[config.mk]
export PLATFORM = sky130hd
export DESIGN_NAME = alu_wide_seq
export DESIGN_NICKNAME = d
export VERILOG_FILES = /design/src/rtl/alu_wide_seq_pkg.sv /design/src/rtl/alu_wide_seq.sv
export SDC_FILE = /design/constraint.sdc
export NUM_CORES = 1
export LEC_CHECK = 0
export ABC_AREA = 1
export CAP_MARGIN = 20
export CORE_MARGIN = 4
export CORE_UTILIZATION = 30
export DETAILED_ROUTE_END_ITERATION = 8
export SETUP_SLACK_MARGIN = 0.2
export SLEW_MARGIN = 20
export SYNTH_ARGS = -nofsm -noshare
export SYNTH_HDL_FRONTEND = slang
export SYNTH_SLANG_ARGS = --single-unit
[constraint.sdc]
create_clock -name Clk -period 3.6 [get_ports Clk]
set_clock_uncertainty 0.1 [all_clocks]
set_input_delay 0.54 -clock Clk [delete_from_list [all_inputs] [get_ports Clk]]
set_output_delay 0.54 -clock Clk [all_outputs]
set_load 0.005 [all_outputs]
[src/rtl/alu_wide_seq_pkg.sv]
// Shared constants for the multi-word add/subtract sequencer and the alu it drives.
package alu_wide_seq_pkg;

  // alu opcodes used by the sequencer (must match the alu's opcode map)
  localparam logic [5:0] ALU_ADD  = 6'h00;
  localparam logic [5:0] ALU_ADDC = 6'h01;

  // sequencer states
  localparam logic [1:0] SEQ_IDLE  = 2'd0;
  localparam logic [1:0] SEQ_ISSUE = 2'd1;
  localparam logic [1:0] SEQ_DONE  = 2'd2;

  // signed overflow of an add: operands agree in sign, result sign differs
  function automatic logic add_overflow(input logic a_msb, input logic b_msb, input logic r_msb);
    add_overflow = (a_msb == b_msb) && (r_msb != a_msb);
  endfunction

endpackage

[src/rtl/alu_wide_seq.sv]
// Multi-word add/subtract sequencer. Feeds the external 16-bit alu one word per
// cycle, chaining the carry through ALU_ADDC, and collects the result words.
module alu_wide_seq
  import alu_wide_seq_pkg::*;
#(
  parameter int WIDTH = 16,
  parameter int MAXW  = 4
) (
  input  logic                  Clk,
  input  logic                  Rst,
  input  logic                  Req,
  input  logic                  ReqSub,
  input  logic [1:0]            ReqWords,
  input  logic                  ReqCin,
  input  logic [MAXW*WIDTH-1:0] InA,
  input  logic [MAXW*WIDTH-1:0] InB,
  output logic                  Ready,
  output logic                  Busy,
  output logic                  Done,
  output logic [MAXW*WIDTH-1:0] Y,
  output logic                  CO,
  output logic                  V,
  output logic                  Z,
  output logic [WIDTH-1:0]      AluA,
  output logic [WIDTH-1:0]      AluB,
  output logic [5:0]            AluOp,
  output logic                  AluCI,
  input  logic [WIDTH-1:0]      AluR,
  input  logic                  AluCO
);

  logic [1:0]            state_q, state_d;
  logic [1:0]            idx_q, idx_d;
  logic [1:0]            cnt_q, cnt_d;
  logic                  sub_q, sub_d;
  logic                  carry_q, carry_d;
  logic [MAXW*WIDTH-1:0] a_q, a_d;
  logic [MAXW*WIDTH-1:0] b_q, b_d;
  logic [MAXW*WIDTH-1:0] y_q, y_d;
  logic                  co_q, co_d;
  logic                  v_q, v_d;
  logic                  z_q, z_d;
  logic [MAXW*WIDTH-1:0] y_cap_s;

  // Drive the alu with the current word while issuing; park it on a plain ADD otherwise
  always_comb begin
    AluA  = '0;
    AluB  = '0;
    AluOp = ALU_ADD;
    AluCI = 1'b0;
    if (state_q == SEQ_ISSUE) begin
      AluA  = a_q[idx_q*WIDTH +: WIDTH];
      AluB  = sub_q ? ~b_q[idx_q*WIDTH +: WIDTH] : b_q[idx_q*WIDTH +: WIDTH];
      AluOp = ALU_ADDC;
      AluCI = carry_q;
    end else begin
      AluA  = '0;
    end
  end

  // Result vector as it will look once the current alu word is captured
  always_comb begin
    y_cap_s = y_q;
    y_cap_s[idx_q*WIDTH +: WIDTH] = AluR;
  end

  // Next-state and datapath update for the sequencer
  always_comb begin
    state_d = state_q;
    idx_d   = idx_q;
    cnt_d   = cnt_q;
    sub_d   = sub_q;
    carry_d = carry_q;
    a_d     = a_q;
    b_d     = b_q;
    y_d     = y_q;
    co_d    = co_q;
    v_d     = v_q;
    z_d     = z_q;
    case (state_q)
      SEQ_IDLE: begin
        if (Req) begin
          state_d = SEQ_ISSUE;
          a_d     = InA;
          b_d     = InB;
          cnt_d   = ReqWords;
          sub_d   = ReqSub;
          // subtraction is A + ~B + 1, so a borrow-in of 1 means carry-in of 0
          carry_d = ReqSub ? ~ReqCin : ReqCin;
          y_d     = '0;
          idx_d   = 2'd0;
          co_d    = 1'b0;
          v_d     = 1'b0;
          z_d     = 1'b0;
        end else begin
          state_d = SEQ_IDLE;
        end
      end
      SEQ_ISSUE: begin
        y_d     = y_cap_s;
        carry_d = AluCO;
        if (idx_q == cnt_q) begin
          state_d = SEQ_DONE;
          co_d    = AluCO;
          v_d     = add_overflow(AluA[WIDTH-1], AluB[WIDTH-1], AluR[WIDTH-1]);
          // inactive words were cleared on accept, so they cannot disturb Z
          z_d     = ~|y_cap_s;
        end else begin
          idx_d   = idx_q + 2'd1;
        end
      end
      SEQ_DONE: begin
        state_d = SEQ_IDLE;
      end
      default: begin
        state_d = SEQ_IDLE;
      end
    endcase
  end

  // State registers with synchronous reset; reset mid-operation discards the result
  always_ff @(posedge Clk) begin
    if (Rst) begin
      state_q <= SEQ_IDLE;
      idx_q   <= 2'd0;
      cnt_q   <= 2'd0;
      sub_q   <= 1'b0;
      carry_q <= 1'b0;
      a_q     <= '0;
      b_q     <= '0;
      y_q     <= '0;
      co_q    <= 1'b0;
      v_q     <= 1'b0;
      z_q     <= 1'b0;
    end else begin
      state_q <= state_d;
      idx_q   <= idx_d;
      cnt_q   <= cnt_d;
      sub_q   <= sub_d;
      carry_q <= carry_d;
      a_q     <= a_d;
      b_q     <= b_d;
      y_q     <= y_d;
      co_q    <= co_d;
      v_q     <= v_d;
      z_q     <= z_d;
    end
  end

  assign Ready = (state_q == SEQ_IDLE) && !Rst;
  assign Busy  = (state_q == SEQ_ISSUE);
  assign Done  = (state_q == SEQ_DONE);
  assign Y     = y_q;
  assign CO    = co_q;
  assign V     = v_q;
  assign Z     = z_q;

endmodule

==> reports/metrics.sh, run 1 <==
CTS_SINKS=203
CLKLATENCYLATEPIN_NS=0.51
CRITICALPATHCATEGORY='flip-flop to output pin'
DP_WORST_SETUP_SLACK_NS=0.883
DRTITER0DRC=850
PLACE.PORT_BUFFERS=255
SYNTH-SEQ-CELLS=203
DRIVE_ABOVE_1_SHARE_PCT=4.52
MAXIMUM_NUMBER_OF_PINS_ON_ONE_NET_BEFORE_GLOBAL_ROUTE_REPAIR=130
CTS.HOLD.BUFFERS_ADDED=0
STD_CELL_CORE_AREA_SQ_UM=31600
POWER.DENSITY_CELL_AREA_nW_PER_UM2=490
CRIT_SLOWEST_CELL='clkdlybuf4s50_1'
HOLD_END='idx_q[0]'
CTS_TREE='built'
YS_SEQ_AREA_SHARE_PCT=42.4
SYNTH_MOST_COMMON_CELL='nor2_1'
WORST_HOLD_PATH_TYPE='primary input to flip-flop'
YS_TOP_CELLS_BY_AREA='dfxtp_1 42%, nor2_1 17%, o21ai_0 13%'
FLOORPLAN.DIE_AREA_SQ_UM=34900
WORST_HOLD_LAUNCH='Rst'
DETAIL-ROUTE-ANTENNA-NETS=0
FINALHOLDVIOLATIONS=0
DIE_Y_MICRONS=187
FILLERINSTANCES=3295
MAX_SLEW.WORST_PIN.SLEW_NS=0.742
NETLIST_AREA_SQ_UM=9600
GRT_USAGE_PCT=18.6
VDD_IR_DROP_MAX_V=0.000343
FINAL_MIN_PERIOD_OVER_CLOCK_PERIOD_PCT=88.7
AREAGROWTHSYNTHTOFINISH_PCT=37.0
GRT_PASS1_VIAS=9845
CRITPATHMAXSTAGEDELAY_NS=0.56
SYNTH.LIB_CELLS_USED.DISTINCT=31
SYNTH_TOP_AREA_CELL='dfxtp_1'
WORSTSETUPSTARTPOINTTYPE='flip-flop'
WORST-R2R-CELL-COUNT=11
LEAKAGEPOWER_nW=5.07
FINAL.MIN_CLOCK_PERIOD_NS=3.19
NETS=1820
GRT.OVERFLOW.TOTAL=0
CTS_MADE_BUFFERS=25
FINALWORSTSETUPSLACK_NS=0.408
WORSTSETUPENDPOINTTYPE='output pin'
FP-ROW-COUNT=65
RSZ_0062_RAISED_AFTER_GLOBAL_ROUTING='no'
ANTENNA_FOUND_INITIAL=5
FINAL_ESTIMATED_ROUTING_CONGESTION_IN_GLOBAL_PLACEMENT=0.898
NUM_VIAS=10300
SYNTH_FF_TYPE='dfxtp_1'
TIMING.MAX_SLEW.REL_SLACK_PCT=50.5
MAX_CLOCK_FREQ_MHz=313
POSTSYNTHAREAPERCELL_SQ_UM=6.53
SETUP_TOTAL_NEGATIVE_SLACK_NS=0
FF2FF_SETUP_SLACK_NS=0.84
GRT_FIRST_PASS_WIRELENGTH_MM=53.5
SYNTH_CELLS=1470
OUTCOME='complete, no violations'
DP_HPWL_MM=24.4
OVERALL_ROUTED_NET_LENGTH_MM=34.9
CP.ARRIVAL_NS=2.55
RR_STARTPOINT='idx_q[0]'
RR_ENDPOINT='Z'
CLOCKBUFFERDEPTH=3
H-TREE-DEPTH=1
WORSTPATHREQUIRED_NS=2.96
INITIAL_CORE_UTIL_PCT=30.4
HOLD-PATH-CELL-COUNT=2
TIMING.FINAL.MAX_SLEW_VIOLATIONS=0
CRIT_CHAIN='nand2_1 -> inv_2 -> o21ai_0 -> a21oi_1 -> clkdlybuf4s50_1'
SYNTH_WARNINGS=0
CTS.CLK_SLEW.WORST_PATHS_NS=0.06
CRIT_FANOUT=34
SYNTH-EDFF-COUNT=0
MAX_CAP_VIOL_COUNT=0
ROUTE.DETAILED.DRC=0
IO_PINS=261
YOSYS-TOP-CELLS-COUNT='444 x nor2_1, 241 x o21ai_0, 225 x nand2_1, 203 x dfxtp_1, 97 x a21oi_1'
FINALSETUPVIOLCOUNT=0
SYNTH_TOP_CELL_AREA_SHARE_PCT=42.4
CTS.ROOT.BUFFER_CELL='clkbuf_16'
ROUTE.DETAILED.VIAS_PER_INST=4.95
DETAIL_ROUTE.FIRST_PASS.ITERATIONS=7
WL_PER_CELL_MICRONS=16.8
DIE_X_MICRONS=187
ASYNC_RESET_FF_SHARE_PCT=0
==> critical path: cells and delay by family, from the launching register on <==
kind	cells	cell delay, ns
AO/OA/AOI/OAI	2	0.45
AND/OR/NAND/NOR	1	0.10
buffers and inverters	2	1.09
flip-flops	1	0.37
==> layout by cell type (no fill, tap or decap), drive strengths merged <==
master,count
nand2,227
clkinv,9
a21oi,98
a21boi,1
dfxtp,203
a32o,1
nor3,3
o22ai,18
clkbuf,31
inv,60
o21a,1
a2bb2oi,10
clkinvlp,2
nor2,446
bufinv,1
diode,2
ha,5
nand3,37
buf,19
o21ai,244
a221oi,1
conb,5
a211oi,2
xnor2,2
clkdlybuf4s50,254
==> where the power goes <==
part           switching, W  internal [W]
Sequential        0.0000993       0.00243
Combinational      0.000927      0.000575
Clock               0.00100       0.00141
==> registers in the layout, summed over array words and instances (netlist names) <==
| name | cells |
|---|---|
| CO | 1 |
| V | 1 |
| Y | 64 |
| Z | 1 |
| a_q | 64 |
| b_q | 64 |
| carry_q | 1 |
| cnt_q | 2 |
| idx_q | 2 |
| state_q | 2 |
| sub_q | 1 |
==> final cells by class <==
| type | count | area (sq um) | share of cell area, % |
|---|---|---|---|
| Antenna cell | 2 | 5.00 | 0.0381 |
| Clock buffer | 31 | 678 | 5.16 |
| Clock inverter | 13 | 108 | 0.818 |
| Inverter | 59 | 225 | 1.71 |
| Multi-Input combinational cell | 1101 | 4830 | 36.8 |
| Sequential cell | 203 | 4070 | 30.9 |
| Tap cell | 402 | 503 | 3.83 |
| Timing Repair Buffer | 273 | 2730 | 20.7 |
==> cells by family (layout without fill, tap and decap cells) <==
kind of cell / Yosys count / after routing / share of synthesized area (%)
DFF: 203 / 203 / 42.4
other: 1 / 7 / 0.0391
adders and majority gates: 5 / 5 / 0.652
xor gates and xnor gates: 2 / 2 / 0.183
AOI/OAI and AO/OA: 376 / 376 / 20.5
buffers and inverters: 170 / 376 / 7.60
and+or+nand+nor: 713 / 713 / 28.7
==> metal layers <==
metal,GRT usage (%),wire [microns]
met1,24.1,15100
met2,30.9,16000
met3,4.48,2550
met4,6.03,1180
met5,0,34
==> stage by stage <==
stage	total power (W)	util (%)	cell area (sq um)	cells	hold WS, ns
after global routing	0.00678	41.7	13100	2084	0.210
after detailed placement	0.00408	39.1	12300	2038	0.365
after global placement	0.00406	39.1	12300	2038	0.354
after CTS	0.00650	41.6	13100	2082	0.196
final	0.00644	41.7	13100	2084	0.203
after floorplan	0.00348	-	9610	1474	0.337
==> timing repair <==
action / 4_1_cts / 5_1_grt
endpoints found under the setup margin: 0 / 3
buffers inserted: 0 / 0
resized for setup: 0 / 2
==> how the worst max path moves through the flow <==
stage	to	slack [ns]	startpoint
5_1_grt	AluB[12]	0.24	idx_q[1]
4_1_cts	AluB[12]	0.33	idx_q[0]
2_1_floorplan	Z	0.96	idx_q[0]
3_5_place_dp	Z	0.88	idx_q[1]
6_report	AluB[12]	0.41	state_q[0]
3_3_place_gp	Z	0.87	idx_q[0]
No activity file was read; power rests on OpenSTA's default activity.
==> run 2: changes to the inputs <==
Settings changed: GPL_ROUTABILITY_DRIVEN from default to 0.
==> reports/metrics.sh, run 2 (synthesis gave the netlist of run 1 again) <==
OUTCOME='complete, no violations'
DIE_Y_MICRONS=187
FLOORPLAN.DIE_AREA_SQ_UM=34900
DP.CELLS=2036
CLOCKPOWERSHARE_PCT=37.5
VDD_IR_DROP_MAX_V=0.000294
CRIT_FANOUT=40
WL_PER_CELL_MICRONS=16.7
CTS_RESIZED=0
DRTITER0DRC=810
H-TREE-DEPTH=1
FINALHOLDVIOLATIONS=0
WORST_HOLD_PATH_TYPE='flip-flop to flip-flop'
MOSTFREQUENTLAYOUTCELL='nor2_1'
INITIAL_CORE_UTIL_PCT=30.4
CTS.HOLD.BUFFERS_ADDED=0
GRT_PASS1_VIAS=9937
GRT_USAGE_PCT=18.9
P_COMB_SHARE_PCT=23.2
SETUP_TOTAL_NEGATIVE_SLACK_NS=0
AREAGROWTHSYNTHTOFINISH_PCT=36.9
TIMING.MAX_SLEW.REL_SLACK_PCT=46.2
FINAL_CELLS=2079
CTS_TREE='built'
MAX_CLOCK_FREQ_MHz=312
POWER.DENSITY_CELL_AREA_nW_PER_UM2=491
SW_FRAC_OF_TOTAL_PCT=30.8
RSZ_0062_RAISED_AFTER_GLOBAL_ROUTING='no'
LEAKAGEPOWER_nW=5.05
POSTLAYOUTCELLAREA_SQ_UM=13100
TIMING.FINAL.MAX_SLEW_VIOLATIONS=0
NETS=1818
POWER_SWITCHING_W=0.00198
ROUTE.DETAILED.VIAS_PER_INST=4.91
CTS.ROOT.BUFFER_CELL='clkbuf_16'
FINAL_UTIL_PCT=41.6
FINAL_MIN_PERIOD_OVER_CLOCK_PERIOD_PCT=89.2
DRIVE_ABOVE_1_SHARE_PCT=4.00
FINAL.MIN_CLOCK_PERIOD_NS=3.21
IO_PINS=261
DP_HPWL_MM=24.0
DETAIL_ROUTE.FIRST_PASS.ITERATIONS=5
WORSTPATHREQUIRED_NS=2.96
PLACE.PORT_BUFFERS=255
OVERALL_ROUTED_NET_LENGTH_MM=34.7
NUM_VIAS=10200
CTS_MADE_BUFFERS=25
CLKLATENCYLATEPIN_NS=0.52
FINALWORSTSETUPSLACK_NS=0.390
WORSTSETUPENDPOINTTYPE='output pin'
MOST-COMMON-LAYOUT-CELLS='443 x nor2_1, 254 x clkdlybuf4s50_1, 241 x o21ai_0'
WORSTSETUPSTARTPOINTTYPE='flip-flop'
FINALSETUPVIOLCOUNT=0
CTS.CLK_SLEW.WORST_PATHS_NS=0.06
INTERNAL_POWER_W=0.00446
FP-ROW-COUNT=65
MAX_CAP_VIOL_COUNT=0
DETAIL-ROUTE-ANTENNA-NETS=0
STD_CELL_CORE_AREA_SQ_UM=31600
ANTENNA_FOUND_INITIAL=7
GRT.OVERFLOW.TOTAL=0
ROUTE.DETAILED.DRC=0
CLOCKBUFFERDEPTH=3
CRITICALPATHCATEGORY='flip-flop to output pin'
CTS_SINKS=203
POST-CTS-SETUP-BUFFER-COUNT=0
CP.ARRIVAL_NS=2.57
DPL-INSTANCE-AREA_SQ_UM=12300
MAXIMUM_NUMBER_OF_PINS_ON_ONE_NET_BEFORE_GLOBAL_ROUTE_REPAIR=130
GRT_FIRST_PASS_WIRELENGTH_MM=54.3
MAX_SLEW.WORST_PIN.SLEW_NS=0.808
SEQ_POWER_SHARE_PCT=39.3
DP_WORST_SETUP_SLACK_NS=0.931
DIE_X_MICRONS=187
[run 2: routing by layer]
layer / GRT usage (%) / vias to the layer above / wire length [microns]
met5: 0 / - / 34
met4: 6.26 / 6 / 1060
met3: 4.48 / 70 / 2920
met2: 31.5 / 388 / 15900
met1: 24.1 / 4625 / 14800
li1: - / 5125 / -
[run 2: metrics by stage]
stage               hold WS, ns  total power, W
floorplan                 0.337         0.00348
global placement          0.357         0.00406
CTS                       0.369         0.00652
global route              0.397         0.00682
detailed placement        0.360         0.00407
finish                    0.367         0.00645
[run 2: power groups by stage]
stage	clock network (W)	logic (W)	registers [W]
floorplan	0	0.000925	0.00255
global placement	0	0.00148	0.00258
detailed placement	0	0.00149	0.00258
CTS	0.00248	0.00150	0.00253
global route	0.00259	0.00168	0.00256
finish	0.00242	0.00150	0.00253
[run 2: final timing paths]
kind            start  endpoint  slack (ns)  cells past startpoint
min reg2reg  cnt_q[0]  cnt_q[0]        0.37                      2
max          idx_q[0]   AluB[9]        0.39                      7
min          cnt_q[0]  cnt_q[0]        0.37                      2
max reg2reg  idx_q[0]         Z        0.90                     13
[run 2: area by class of cell]
class / instances / area [sq um]
Multi-Input combinational cell: 1101 / 4830
Clock inverter: 4 / 51.3
Antenna cell: 4 / 10.0
Tap cell: 402 / 503
Sequential cell: 203 / 4070
Timing Repair Buffer: 271 / 2720
Inverter: 59 / 225
Fill cell: 3381 / 18400
Clock buffer: 35 / 724
[run 2: worst max-delay path: stages, from the launching register on]
cell,delay (ns)
dfxtp_4,0.35
inv_2,0.12
buf_4,0.39
o21ai_0,0.13
o22ai_1,0.17
o21ai_0,0.10
a21oi_1,0.24
clkdlybuf4s50_1,0.55
==> RTL edit 1: new RTL, flow settings as in run 2 <==
Make the reset (`Rst`) asynchronous in one clocked block. Comments in the files are not updated.
--- a/src/rtl/alu_wide_seq.sv
+++ b/src/rtl/alu_wide_seq.sv
@@ -120,5 +120,5 @@
 
   // State registers with synchronous reset; reset mid-operation discards the result
-  always_ff @(posedge Clk) begin
+  always_ff @(posedge Clk or posedge Rst) begin
     if (Rst) begin
       state_q <= SEQ_IDLE;
Function: differs if Rst is asserted again (counterexample within 4 cycles, from zero or initial values and one cycle with Rst high); with Rst held inactive, the same outputs for 4 cycles.
==> RTL edit 1 against run 2 <==
Register-to-register slack got worse by 350 ps. Worst setup slack got worse by 2.2 ps. Synthesized area rose by 6.0%. Global-route usage fell by 0.13 points. First-iteration DRC count rose by 4.2%. Design area rose by 6.6%. Core utilization rose by 0.12 points. Final cell count fell by 0.43%. Routed wire length rose by 3.2%. Worst hold slack improved by 4.9 ps. Die area rose by 5.8%. Sequential cell count did not move.
Power is not compared: it rests on default switching activity, and its combinational part moved more than twofold at a synthesized area within 25%.
==> RTL edit 1: results (changes against run 2) <==
* Initial antenna violation count at 3 (-4)
* Post-synth top cells: 520 x nand2_1, 203 x dfrtp_1, 144 x nor2_1, 142 x o21ai_0, 82 x nand3_1
* Hold path start: b_q[38]$_DFFE_PP0P_
* FFs & Latches at 203 (unchanged)
* Post-Synth Adder-Cell Area at 0.615% (-0.037 points)
* Multi-input logic area at 0.00441 mm^2 (-8.8%)
* Inst Count DP at 2025 (-0.54%)
* Post-CTS sizing at 1 (+1)
* Synth Flop Type: dfrtp_1
* R2r endpoint: CO$_DFFE_PP0P_
* Starting DRC count in detailed routing at 844 (+4.2%)
* Seq/total area at 36.3% (+5.3 points)
* XOR/XNOR share of the synthesized area at 0.172% (-0.010 points)
* Fin Hold WS at 372 ps (+4.85 ps)
* Clock-cell share of area at 6.07% (+0.16 points)
* Synth cell types at 25 (-19%)
* Gr usage total at 18.7% (-0.13 points)
* Worst-path maximum fanout at 34 (-15%)
* First-pass GRT wire length at 54.9 mm (+1.1%)
* Setup slack, reg-to-reg at 550 ps (-350 ps)
* Status: completed
* Min-Delay Endpoint: b_q[38]$_DFFE_PP0P_
* Largest net degree at the start of global routing at 81 (-38%)
* Async set or reset register ratio after synthesis at 100% (+100 points)
* Clock buffers at 31 (-11%)
* Slew HR at 48.5% (+2.3 points)
* Post-DP HPWL at 25.4 mm (+5.7%)
* Post-synthesis sequential area ratio at 49.9% (+7.6 points)
* Drt wl/cell at 17.3 um (+3.6%)
* Mean post-synth cell area at 7.31 um^2 (+12%)
* Vias in the first global route at 9888 (-0.49%)
* Routed via count at 10042 (-1.7%)
* Antenna diodes at 0 (-4)
[RTL edit 1: changes by cell type in the layout (fill, tap and decap cells not counted), moves of 10 or more]
cell and change:
nor2_1 -300, nand2_1 +295, dfrtp_1 +202, dfxtp_1 -202, o21ai_0 -99, nand3_1 +46, a21oi_1 -44, inv_1 +21
o21ai_1 +20, o22a_1 +15, a2bb2oi_1 -10
[RTL edit 1: kinds of logic after synthesis]
logic type,count (synthesis)
fa+ha+maj,5
simple gates,752
xor+xnor,2
compound gates,252
other cells,1
buf+inv,176
flops,203
[RTL edit 1: worst max path at each step]
stage,from,to,slack [ps],depth (start not counted)
final,idx_q[1]$_DFFE_PP0P_,AluB[0],390,6
after global routing,idx_q[1]$_DFFE_PP0P_,AluB[15],240,6
after CTS,idx_q[0]$_DFFE_PP0P_,AluB[15],310,9
after detailed placement,state_q[0]$_DFFE_PP0N_,CO$_DFFE_PP0P_,640,7
after global placement,state_q[0]$_DFFE_PP0N_,CO$_DFFE_PP0P_,660,7
after floorplan,Rst,CO$_DFFE_PP0P_,330,1
[RTL edit 1: routing by layer]
layer / share of wire, % / vias up / track usage, %
met4: 2.7 / 6 / 5.43
li1: - / 4848 / -
met3: 10 / 63 / 4.67
met2: 45 / 440 / 29.7
met1: 42 / 4685 / 25.5
met5: 0.095 / - / 0
[RTL edit 1: worst register-to-register path, cell delays in order, from the launching register on]
cell and delay (ps):
dfrtp_1 410, inv_1 100, nor2_4 40, inv_2 320, buf_4 660, nand2_1 740, nand2_1 430, o21ai_0 120
[RTL edit 1: where the power goes]
part / switching [mW] / internal, mW
clock: 1.01 / 1.58
combinational: 3.01 / 1.93
sequential: 0.513 / 3.15
total: 4.53 / 6.66
==> RTL edit 2: new RTL, config.mk and constraints of run 2 <==
Without the edit above. The parameter `WIDTH` goes from 16 to 32.
--- a/src/rtl/alu_wide_seq.sv
+++ b/src/rtl/alu_wide_seq.sv
@@ -4,5 +4,5 @@
   import alu_wide_seq_pkg::*;
 #(
-  parameter int WIDTH = 16,
+  parameter int WIDTH = 32,
   parameter int MAXW  = 4
 ) (
Ports: changed (6 resized); port bits go from 261 to 501. The function was not compared with the original's and may differ.
==> RTL edit 2 against run 2 <==
Via count rose by 97%. Core utilization rose by 0.27 points. Total power rose by 85%. Sequential cell count rose by 192. Design area rose by 96%. Count of clock-buffer cells in the layout rose by 24. First-iteration DRC count rose by 88%. Clock power rose by 100%. Synthesized area rose by 94%. Final cell count rose by 98%. Routed wire length rose by 120%. Worst setup slack got worse by 110 ps. Critical path type unchanged.
==> RTL edit 2: results (changes against run 2) <==
* Status: completed
* Worst r2r path cells at 17 (+4)
* Post-synth top cells: 902 x nor2_1, 480 x o21ai_0, 422 x nand2_1, 395 x dfxtp_1, 195 x a21oi_1
* Async set or reset register ratio after synthesis at 0% (unchanged)
* CTS clock-pin slew for the worst setup and hold paths at 60 ps (about the same)
* Min-Delay Endpoint: idx_q[1]$_SDFFE_PP0P_
* Max VDD drop at 0.284 mV (-3.4%)
* Vias in the first global route at 18813 (+89%)
* Worst path arrival time at 2680 ps (+110 ps)
* Slew HR at 30.7% (-15 points)
* Number of I/O port buffers at 495 (+94%)
* Crit path max-delay family: buffers and inverters
* Post-synthesis sequential area ratio at 42.5% (+0.16 points)
* Drt first pass iters at 6 (+1)
* Hold path depth at 2 (unchanged)
* # fillers at 6487 (+92%)
* Root Driver: clkbuf_16
* Synth cell types at 31 (unchanged)
* Worst hold path type: in -> reg
* Worst skew pair latency at 580 ps (+60 ps)
* Clock buffer count from CTS at 47 (+88%)
* Routed via count at 20093 (+97%)
* Share of cells above drive strength 1 at 4.21% (+0.21 points)
* Final #Nets at 3546 (+95%)
* Dominant cells by area after synthesis: dfxtp_1 43%, nor2_1 18%, o21ai_0 13%
* Setup slack, reg-to-reg at 380 ps (-520 ps)
* CP max stage delay at 550 ps (about the same)
* Gr usage total at 21.7% (+2.8 points)
* Post-DP HPWL at 51.8 mm (+120%)
* Starting DRC count in detailed routing at 1520 (+88%)
* Initial antenna violation count at 19 (+12)
* Drt total wl at 76.0 mm (+120%)
* Worst-path maximum fanout at 37 (-7.5%)
* Hold path start: Rst
* Ys Warns at 0 (unchanged)
* Clock Tree Buf Depth at 3 (unchanged)
* R2r endpoint: Z$_SDFFE_PP0P_
* Synth Flop Type: dfxtp_1
* Leak at 9.95 nW (+97%)
* Slowest-stage cell, CP: clkdlybuf4s50_1
* Post-CTS setup buffer count at 0 (unchanged)
* First-pass GRT wire length at 113 mm (+110%)
* RR Startpoint: idx_q[0]$_SDFFE_PP0P_
* Htree depth at 2 (+1)
* Largest net degree at the start of global routing at 263 (+100%)
* Fin Hold WS at 177 ps (-190 ps)
-- RTL edit 2: cell types whose count changed after synthesis, sizes merged, moves of 50 or more --
cell,run 2,this run
nor2,446,903
o21ai,244,484
nand2,227,422
dfxtp,203,395
a21oi,98,195
clkbuf,67,163
nand3,37,87
-- RTL edit 2: logic make-up (layout without fill, tap and decap cells) --
group / count (synthesis) / in the layout / share of synthesized area (%)
simple gates: 1434 / 1434 / 29.9
compound gates: 728 / 728 / 20.1
flops: 395 / 395 / 42.5
buf+inv: 325 / 710 / 7.07
fa+ha+maj: 5 / 5 / 0.336
other cells: 1 / 15 / 0.0202
xor+xnor: 1 / 1 / 0.0471
-- RTL edit 2: layout make-up --
type                            count  share of cell area, %
Multi-Input combinational cell   2173                   36.5
Sequential cell                   395                   30.7
Timing Repair Buffer              532                   21.1
Clock buffer                       59                   4.96
Tap cell                          837                   4.06
Inverter                           96                   1.49
Clock inverter                     23                   1.13
Antenna cell                       10                 0.0970
-- RTL edit 2: report_power, final --
group	total (mW)	internal [mW]	switching (mW)	leakage (nW)
clock network	4.90	2.94	1.96	0.779
logic	2.13	0.878	1.26	5.92
registers	4.87	4.69	0.178	3.25
total	11.9	8.52	3.39	9.95
-- RTL edit 2: through the flow --
step	instance area, um^2	worst slack [ps]	util (%)	total power, mW	instances
global route	25800	112	41.9	12.5	4122
detailed placement	24100	207	39.1	7.06	4031
finish	25800	278	41.9	11.9	4125
global placement	24100	201	39.1	7.04	4031
floorplan	18600	961	-	6.12	2893
CTS	25800	138	41.8	12.0	4115
-- RTL edit 2: layer usage --
layer	up-vias	track usage, %	wire length, um
li1	10074	-	-
met1	9189	27.6	32300
met2	690	35.7	34900
met3	120	6.23	6580
met4	20	6.62	2080
met5	-	0	157
-- RTL edit 2: what timing repair did --
action                                  CTS  global route
gates resized for setup                   9             6
endpoints found under the setup margin   39            28
pin swaps                                 0             1
cloned                                    2             0
-- RTL edit 2: how the worst max path moves through the flow --
| stage | start | to | slack, ps | cells past startpoint |
|---|---|---|---|---|
| after floorplan | idx_q[0]$_SDFFE_PP0P_ | Z$_SDFFE_PP0P_ | 960 | 18 |
| after global placement | idx_q[0]$_SDFFE_PP0P_ | Z$_SDFFE_PP0P_ | 200 | 17 |
| after detailed placement | idx_q[0]$_SDFFE_PP0P_ | Z$_SDFFE_PP0P_ | 210 | 17 |
| after CTS | idx_q[0]$_SDFFE_PP0P_ | AluB[5] | 140 | 7 |
| after global routing | idx_q[0]$_SDFFE_PP0P_ | AluB[0] | 110 | 7 |
| final | idx_q[0]$_SDFFE_PP0P_ | AluA[14] | 280 | 6 |
